### src/rtl/cpu_pkg.sv
// Shared encodings for the micro-coded CPU control path: opcodes, step indices,
// sequencer states and the control-word layout.
package cpu_pkg;

    localparam logic [3:0] OP_NOP = 4'h0;
    localparam logic [3:0] OP_LDA = 4'h1;
    localparam logic [3:0] OP_ADD = 4'h2;
    localparam logic [3:0] OP_SUB = 4'h3;
    localparam logic [3:0] OP_STA = 4'h4;
    localparam logic [3:0] OP_LDI = 4'h5;
    localparam logic [3:0] OP_JMP = 4'h6;
    localparam logic [3:0] OP_JC  = 4'h7;
    localparam logic [3:0] OP_JZ  = 4'h8;
    localparam logic [3:0] OP_OUT = 4'hE;
    localparam logic [3:0] OP_HLT = 4'hF;

    localparam logic [2:0] STEP_T0      = 3'd0;
    localparam logic [2:0] STEP_T1      = 3'd1;
    localparam logic [2:0] STEP_T2      = 3'd2;
    localparam logic [2:0] STEP_T3      = 3'd3;
    localparam logic [2:0] STEP_T4      = 3'd4;
    localparam logic [2:0] STEP_INVALID = 3'd7;

    localparam logic [1:0] ST_RUN_ENC  = 2'b01;
    localparam logic [1:0] ST_HALT_ENC = 2'b10;

    typedef enum logic [1:0] {
        S_RUN  = ST_RUN_ENC,
        S_HALT = ST_HALT_ENC
    } state_e;

    typedef struct packed {
        logic pc_enable;
        logic mem_enable;
        logic ir_enable;
        logic a_enable;
        logic alu_enable;
        logic mar_latch;
        logic mem_latch;
        logic ir_latch;
        logic a_latch;
        logic b_latch;
        logic out_latch;
        logic pc_latch;
        logic flags_latch;
        logic pc_increment;
        logic alu_subtract;
    } ctrl_t;

    // Final micro-step of each opcode; undefined opcodes behave like NOP.
    function automatic logic [2:0] last_step(input logic [3:0] op);
        case (op)
            OP_LDA, OP_STA: last_step = STEP_T3;
            OP_ADD, OP_SUB: last_step = STEP_T4;
            default:        last_step = STEP_T2;
        endcase
    endfunction

endpackage

### src/rtl/control_rom.sv
// Combinational decode of (state, step, opcode, flags, run) into the control word.
module control_rom
    import cpu_pkg::*;
(
    input  state_e     state_i,
    input  logic [2:0] step_i,
    input  logic [3:0] opcode_i,
    input  logic       flag_carry_i,
    input  logic       flag_zero_i,
    input  logic       run_i,
    output ctrl_t      ctrl_o
);

    always_comb begin
        ctrl_o = '0;
        if (state_i == S_RUN) begin
            case (step_i)
                STEP_T0: begin
                    if (run_i) begin
                        ctrl_o.pc_enable = 1'b1;
                        ctrl_o.mar_latch = 1'b1;
                    end
                end
                STEP_T1: begin
                    ctrl_o.mem_enable   = 1'b1;
                    ctrl_o.ir_latch     = 1'b1;
                    ctrl_o.pc_increment = 1'b1;
                end
                STEP_T2: begin
                    case (opcode_i)
                        OP_LDA, OP_ADD, OP_SUB, OP_STA: begin
                            ctrl_o.ir_enable = 1'b1;
                            ctrl_o.mar_latch = 1'b1;
                        end
                        OP_LDI: begin
                            ctrl_o.ir_enable = 1'b1;
                            ctrl_o.a_latch   = 1'b1;
                        end
                        OP_JMP: begin
                            ctrl_o.ir_enable = 1'b1;
                            ctrl_o.pc_latch  = 1'b1;
                        end
                        OP_JC: begin
                            ctrl_o.ir_enable = flag_carry_i;
                            ctrl_o.pc_latch  = flag_carry_i;
                        end
                        OP_JZ: begin
                            ctrl_o.ir_enable = flag_zero_i;
                            ctrl_o.pc_latch  = flag_zero_i;
                        end
                        OP_OUT: begin
                            ctrl_o.a_enable  = 1'b1;
                            ctrl_o.out_latch = 1'b1;
                        end
                        default: ;
                    endcase
                end
                STEP_T3: begin
                    case (opcode_i)
                        OP_LDA: begin
                            ctrl_o.mem_enable = 1'b1;
                            ctrl_o.a_latch    = 1'b1;
                        end
                        OP_ADD, OP_SUB: begin
                            ctrl_o.mem_enable = 1'b1;
                            ctrl_o.b_latch    = 1'b1;
                        end
                        OP_STA: begin
                            ctrl_o.a_enable  = 1'b1;
                            ctrl_o.mem_latch = 1'b1;
                        end
                        default: ;
                    endcase
                end
                STEP_T4: begin
                    if (opcode_i == OP_ADD || opcode_i == OP_SUB) begin
                        ctrl_o.alu_enable   = 1'b1;
                        ctrl_o.a_latch      = 1'b1;
                        ctrl_o.flags_latch  = 1'b1;
                        ctrl_o.alu_subtract = (opcode_i == OP_SUB);
                    end
                end
                default: ;
            endcase
        end
    end

endmodule

### src/rtl/control_sequencer.sv
// Step counter and RUN/HALT state for the CPU control path; decode lives in control_rom.
module control_sequencer
    import cpu_pkg::*;
#(
    parameter int unsigned STEP_WIDTH = 3
) (
    input  logic                  clk,
    input  logic                  reset,
    input  logic                  run,
    input  logic [3:0]            opcode,
    input  logic                  flag_carry,
    input  logic                  flag_zero,
    output logic                  pc_enable,
    output logic                  mem_enable,
    output logic                  ir_enable,
    output logic                  a_enable,
    output logic                  alu_enable,
    output logic                  mar_latch,
    output logic                  mem_latch,
    output logic                  ir_latch,
    output logic                  a_latch,
    output logic                  b_latch,
    output logic                  out_latch,
    output logic                  pc_latch,
    output logic                  flags_latch,
    output logic                  pc_increment,
    output logic                  alu_subtract,
    output logic                  halted,
    output logic [STEP_WIDTH-1:0] step
);

    state_e                state_q, state_d;
    logic [STEP_WIDTH-1:0] step_q, step_d;
    logic [2:0]            step_idx;
    ctrl_t                 rom_ctrl;
    ctrl_t                 ctrl;

    // Out-of-range counts decode as an invalid index so the ROM emits nothing.
    assign step_idx = (step_q > STEP_WIDTH'(STEP_T4)) ? STEP_INVALID : step_q[2:0];

    always_comb begin
        state_d = state_q;
        step_d  = step_q;
        case (state_q)
            S_RUN: begin
                case (step_idx)
                    STEP_T0: step_d = run ? STEP_WIDTH'(STEP_T1) : '0;
                    STEP_T1: step_d = STEP_WIDTH'(STEP_T2);
                    STEP_T2: begin
                        if (opcode == OP_HLT) begin
                            state_d = S_HALT;
                            step_d  = '0;
                        end else if (last_step(opcode) == STEP_T2) begin
                            step_d = '0;
                        end else begin
                            step_d = STEP_WIDTH'(STEP_T3);
                        end
                    end
                    STEP_T3: step_d = (last_step(opcode) == STEP_T3) ? '0 : STEP_WIDTH'(STEP_T4);
                    default: step_d = '0;
                endcase
            end
            S_HALT: step_d = '0;
            default: begin
                state_d = S_RUN;
                step_d  = '0;
            end
        endcase
    end

    always_ff @(posedge clk or posedge reset) begin
        if (reset) begin
            state_q <= S_RUN;
            step_q  <= '0;
        end else begin
            state_q <= state_d;
            step_q  <= step_d;
        end
    end

    control_rom u_rom (
        .state_i      (state_q),
        .step_i       (step_idx),
        .opcode_i     (opcode),
        .flag_carry_i (flag_carry),
        .flag_zero_i  (flag_zero),
        .run_i        (run),
        .ctrl_o       (rom_ctrl)
    );

    // T0 decode is combinational in run, so reset must mask it directly.
    assign ctrl = reset ? ctrl_t'('0) : rom_ctrl;

    assign pc_enable    = ctrl.pc_enable;
    assign mem_enable   = ctrl.mem_enable;
    assign ir_enable    = ctrl.ir_enable;
    assign a_enable     = ctrl.a_enable;
    assign alu_enable   = ctrl.alu_enable;
    assign mar_latch    = ctrl.mar_latch;
    assign mem_latch    = ctrl.mem_latch;
    assign ir_latch     = ctrl.ir_latch;
    assign a_latch      = ctrl.a_latch;
    assign b_latch      = ctrl.b_latch;
    assign out_latch    = ctrl.out_latch;
    assign pc_latch     = ctrl.pc_latch;
    assign flags_latch  = ctrl.flags_latch;
    assign pc_increment = ctrl.pc_increment;
    assign alu_subtract = ctrl.alu_subtract;
    assign halted       = (state_q == S_HALT) && !reset;
    assign step         = step_q;

endmodule
### config.mk
export PLATFORM = sky130hd
export DESIGN_NAME = control_sequencer
export DESIGN_NICKNAME = d
export VERILOG_FILES = /design/src/rtl/cpu_pkg.sv /design/src/rtl/control_rom.sv /design/src/rtl/control_sequencer.sv
export SDC_FILE = /design/constraint.sdc
export NUM_CORES = 1
export LEC_CHECK = 0
export CORE_MARGIN = 1
export CORE_UTILIZATION = 39
export CTS_CLUSTER_DIAMETER = 80
export DETAILED_ROUTE_END_ITERATION = 6
export MAX_ROUTING_LAYER = met4
export PLACE_DENSITY = 0.77
export REMOVE_ABC_BUFFERS = 1
export SYNTH_ARGS = -nofsm -noshare
export SYNTH_HDL_FRONTEND = slang
export SYNTH_SLANG_ARGS = --single-unit
### constraint.sdc
create_clock -name clk -period 1.45 [get_ports clk]
set_input_delay 0.2175 -clock clk [delete_from_list [all_inputs] [get_ports clk]]
set_output_delay 0.2175 -clock clk [all_outputs]
set_load 0.1 [all_outputs]
==> summary.md, run 1 <==
| Metric | Value |
|---|---|
| Synth Cell Area | `591 um^2` |
| Hold_buf cts | `0` |
| Number of flops mapped to enable cells by yosys | `0` |
| IO Count | `28` |
| Area leader, netlist | `dfrtp_1` |
| Seq/Total Area, Yosys | `0.214` |
| Status | `stopped before the end` |
| Most common cell in the netlist | `nor2_1` |
| Die width | `40.9 um` |
| Error | `[ERROR DPL-0038] Utilization greater than 100%, impossible to legalize` |
| Site row count | `13` |
| Syn Inst Count | `72` |
| Port buffer count | `27` |
| Yosys warns | `0` |
| Root buf cell | `clkbuf_4` |
| Netlist cell types | `34` |
| CTS H-tree lvls | `1` |
| Initial core utilization | `0.437` |
| Hpwl dp | `around 1600 um` |
| Post-Syn Area per Cell | `8.20 um^2` |
| PostCTS Resize Cnt | `34` |
| Synthesis-stage register bit count | `5` |
| Setup Buffers After CTS | `1` |
| Placed cells | `135` |
| Failing step | `clock tree synthesis (4_1_cts)` |
| Ys async rst share | `1.00` |
| CTS sink cnt | `5` |
| Clk buf depth | `2` |
| Top FF cell, synth | `dfrtp_1` |
| Synth top area share | `0.169` |
| Clock buffer count from CTS | `3` |
| Ranking of synthesized cells by area | `dfrtp_1 17%, buf_6 5.7%, buf_4 5.1%` |
| Height of the die | `40.9 um` |
| Routability cong. | `0.832` |
## kinds of logic after synthesis
| logic type | count (synthesis) | share of synthesized area |
|---|---|---|
| AOI/OAI and AO/OA | 15 | 0.178 |
| xor gates and xnor gates | 2 | 0.0297 |
| buffers and inverters | 9 | 0.121 |
| DFF | 5 | 0.214 |
| and+or+nand+nor | 41 | 0.458 |
## per-stage QoR
step | instance area [um^2] | setup WS, ns
2_1_floorplan | 527 | -2.65
3_3_place_gp | 1220 | -0.503
3_5_place_dp | 1220 | -0.531
==> run 2: changes to the inputs <==
Settings changed: CORE_AREA set to 2 2 63 65, CORE_MARGIN 1 to not set, CORE_UTILIZATION 39 to not set, CTS_CLUSTER_DIAMETER 80 to not set, DIE_AREA set to 0 0 65 67, MAX_ROUTING_LAYER met4 to not set, PLACE_DENSITY 0.77 to not set, PLACE_DENSITY_LB_ADDON set to 0.15.
==> summary.md, run 2 <==
| Metric | Value |
|---|---|
| Status | `complete, but fails checks (was stopped before the end)` |
| Violated checks | `setup timing` |
| Antenna violations before repair | `0` |
| Routability cong. | `0.640 (was 0.832)` |
| Synth-to-Final Area Change | `167%` |
| Worst-path clk slew | `0.04 ns` |
| Clk_skew | `0.00481 ns` |
| Most common cell in the netlist | `nor2_1 (unchanged)` |
| Area leader, netlist | `dfrtp_1 (unchanged)` |
| PnR worst setup slack | `-0.480 ns` |
| LEAKAGE | `~0.64 nW` |
| Max-slew violations | `0` |
| CP Class | `reg -> out` |
| Seq/Total Area, Yosys | `0.214 (unchanged)` |
| 1st-iter DRT viols | `14` |
| First-pass GRT wire length | `3490 um` |
| Hold_buf cts | `0 (unchanged)` |
| RSZ-0062 raised after global routing | `yes` |
| Slew margin rel. | `0.772` |
| Port buffer count | `27 (unchanged)` |
| Core area | `between 3000 and 4000 um^2` |
| WP data required | `1.23 ns` |
| Total number of vias | `767` |
| Hpwl dp | `1580 um (was 1640 um)` |
| Die width | `65 um (was 40.9 um)` |
| Top FF cell, synth | `dfrtp_1 (unchanged)` |
| Worst EP arrival | `1.71 ns` |
| VDD IR max | `around 0.15 mV` |
| Synth top area share | `0.169 (unchanged)` |
| Fmax | `518 MHz` |
| Final WL | `2170 um` |
| Sum Neg Setup Slack | `-6.33 ns` |
| Post-Syn Area per Cell | `8.20 um^2 (unchanged)` |
| CTS H-tree lvls | `1 (unchanged)` |
| Crit Path Max Fanout | `4` |
| Synthesis-stage register bit count | `5 (unchanged)` |
| Clk Latency, worst-skew pair | `0.23 ns` |
| DP Area | `1260 um^2 (was 1220 um^2)` |
| CTS sink cnt | `5 (unchanged)` |
| Worst hold path class | `in -> async` |
| Number of remaining DRC errors | `0` |
| PD cells | `approximately 340 nW/um^2` |
| Pre-Repair DR Iteration Count | `3` |
| GRT Total Usage | `0.103` |
| Clock buffer count from CTS | `3 (unchanged)` |
| Design area | `1580 um^2` |
| Root buf cell | `clkbuf_8 (was clkbuf_4)` |
| Final hold vios | `0` |
| Grt ovf | `0` |
| Largest net degree at the start of global routing | `8` |
| Clk buf depth | `2 (unchanged)` |
| Initial core utilization | `0.164 (was 0.437)` |
| Die ar. | `4360 um^2` |
| IO Count | `28 (unchanged)` |
| Synth Cell Area | `591 um^2 (unchanged)` |
| Height of the die | `67 um (was 40.9 um)` |
| Routed wire per std cell | `12.2 um` |
| MaxCap Viol Count | `0` |
| Netlist cell types | `34 (unchanged)` |
| Yosys warns | `0 (unchanged)` |
| WP buf/inv | `4` |
| CP max stage delay | `0.52 ns` |
| Share of cells above drive strength 1 | `0.708` |
| Vias in the first global route | `798` |
| Crit share post-route | `1.33` |
| Cells along the critical path | `nor3b_4, buf_6, nand2_4, buf_6, nor3_4, buf_6, buf_12` |
| Worst setup slack after placement | `-0.536 ns (was -0.531 ns)` |
| Vias per std cell | `4.31` |
| Most common cell after layout, fill and taps aside | `buf_4` |
| Minimum clock period | `about 1.9 ns` |
| TritonCTS clock tree | `done` |
| Syn Inst Count | `72 (unchanged)` |
| Detail Route Antenna Nets | `0` |
| Ranking of synthesized cells by area | `dfrtp_1 17%, buf_6 5.7%, buf_4 5.1% (unchanged)` |
| Site row count | `22 (was 13)` |
| Slowest CP cell | `dfstp_2` |
| Critical Path End Type | `primary output` |
| Antenna fix cells | `0` |
| Startpoint Class | `flip-flop` |
| NumNets Final | `between 100 and 150` |
| Number of flip-flops in the largest register | `3` |
| Worst path most repeated cell | `buf_6` |
| WHS | `roughly 0.47 ns` |
| Top Family by Delay on Critical Path | `buffers and inverters` |
| Worst-margin pin slew | `approximately 0.34 ns` |
| Commonest non-fill, non-tap cells in the layout | `25 x buf_4, 19 x buf_12, 9 x buf_6` |
| Fillers | `approximately 370` |
| Ys async rst share | `1.00 (unchanged)` |
| Final setup vio count | `18` |
| Number of flops mapped to enable cells by yosys | `0 (unchanged)` |
run 2: final cells by class:
class,count,area [um^2],share of cell area
timing repair buffer,61,743,0.471
multi-input combinational,58,592,0.375
sequential,5,130,0.0825
tap,48,60.1,0.0381
clock buffer,4,45.0,0.0285
inverter,2,7.51,0.00476
run 2: worst paths after layout:
| path | from | cells past startpoint | to | slack, ns |
|---|---|---|---|---|
| min in group clk | opcode[1] | 4 | state_q[1] | 0.62 |
| worst min register to register | step[1] | 2 | step[1] | 0.64 |
| max in group asynchronous | reset | 3 | state_q[0] | 0.73 |
| worst min-delay path | reset | 3 | step[0] | 0.47 |
| worst max register to register | step[2] | 4 | step[1] | -0.07 |
| worst max-delay path | state_q[0] | 7 | mem_latch | -0.48 |
run 2: report_power, final:
group,switching [mW],internal (mW)
logic,0.0692,0.0560
clock network,0.0757,0.189
registers,0,0.140
total,0.145,0.386
run 2: timing repair:
| action | 4_1_cts | 5_1_grt |
|---|---|---|
| gates cloned | 0 | 0 |
| buffers inserted | 5 | 4 |
| endpoints found under the hold margin | 0 | 0 |
| pin swaps | 8 | 12 |
| endpoints found under the setup margin | 16 | 18 |
| gates resized for setup | 38 | 20 |
run 2: worst register-to-register path, cell delays in order, from the launching register on:
cell and delay [ns]:
dfrtp_2 0.42, nor3b_4 0.30, nand4b_1 0.26, buf_4 0.22, a211oi_2 0.23
run 2: logic make-up (layout without fill, tap and decap cells):
| logic type | Yosys count | count (layout) | synth area share |
|---|---|---|---|
| AOI/OAI and AO/OA | 15 | 15 | 0.178 |
| and+or+nand+nor | 41 | 41 | 0.458 |
| buffers and inverters | 9 | 67 | 0.121 |
| xor gates and xnor gates | 2 | 2 | 0.0297 |
| DFF | 5 | 5 | 0.214 |
run 2: metrics by stage:
step / std cells / util / power (mW)
3_3_place_gp: 168 / 0.349 / 0.251
2_1_floorplan: 65 / - / 0.180
5_1_grt: 178 / 0.438 / 0.553
6_report: 178 / 0.438 / 0.531
4_1_cts: 175 / 0.407 / 0.526
3_5_place_dp: 168 / 0.349 / 0.253
run 2: layer usage:
metal  GRT usage  vias up  part of all wire
li1            -      376                 -
met1       0.110      361              0.38
met2       0.188       26              0.54
met3      0.0270        4             0.065
met4      0.0479        0             0.015
met5           0        -                 0
Power figures use the tool's default switching activity.
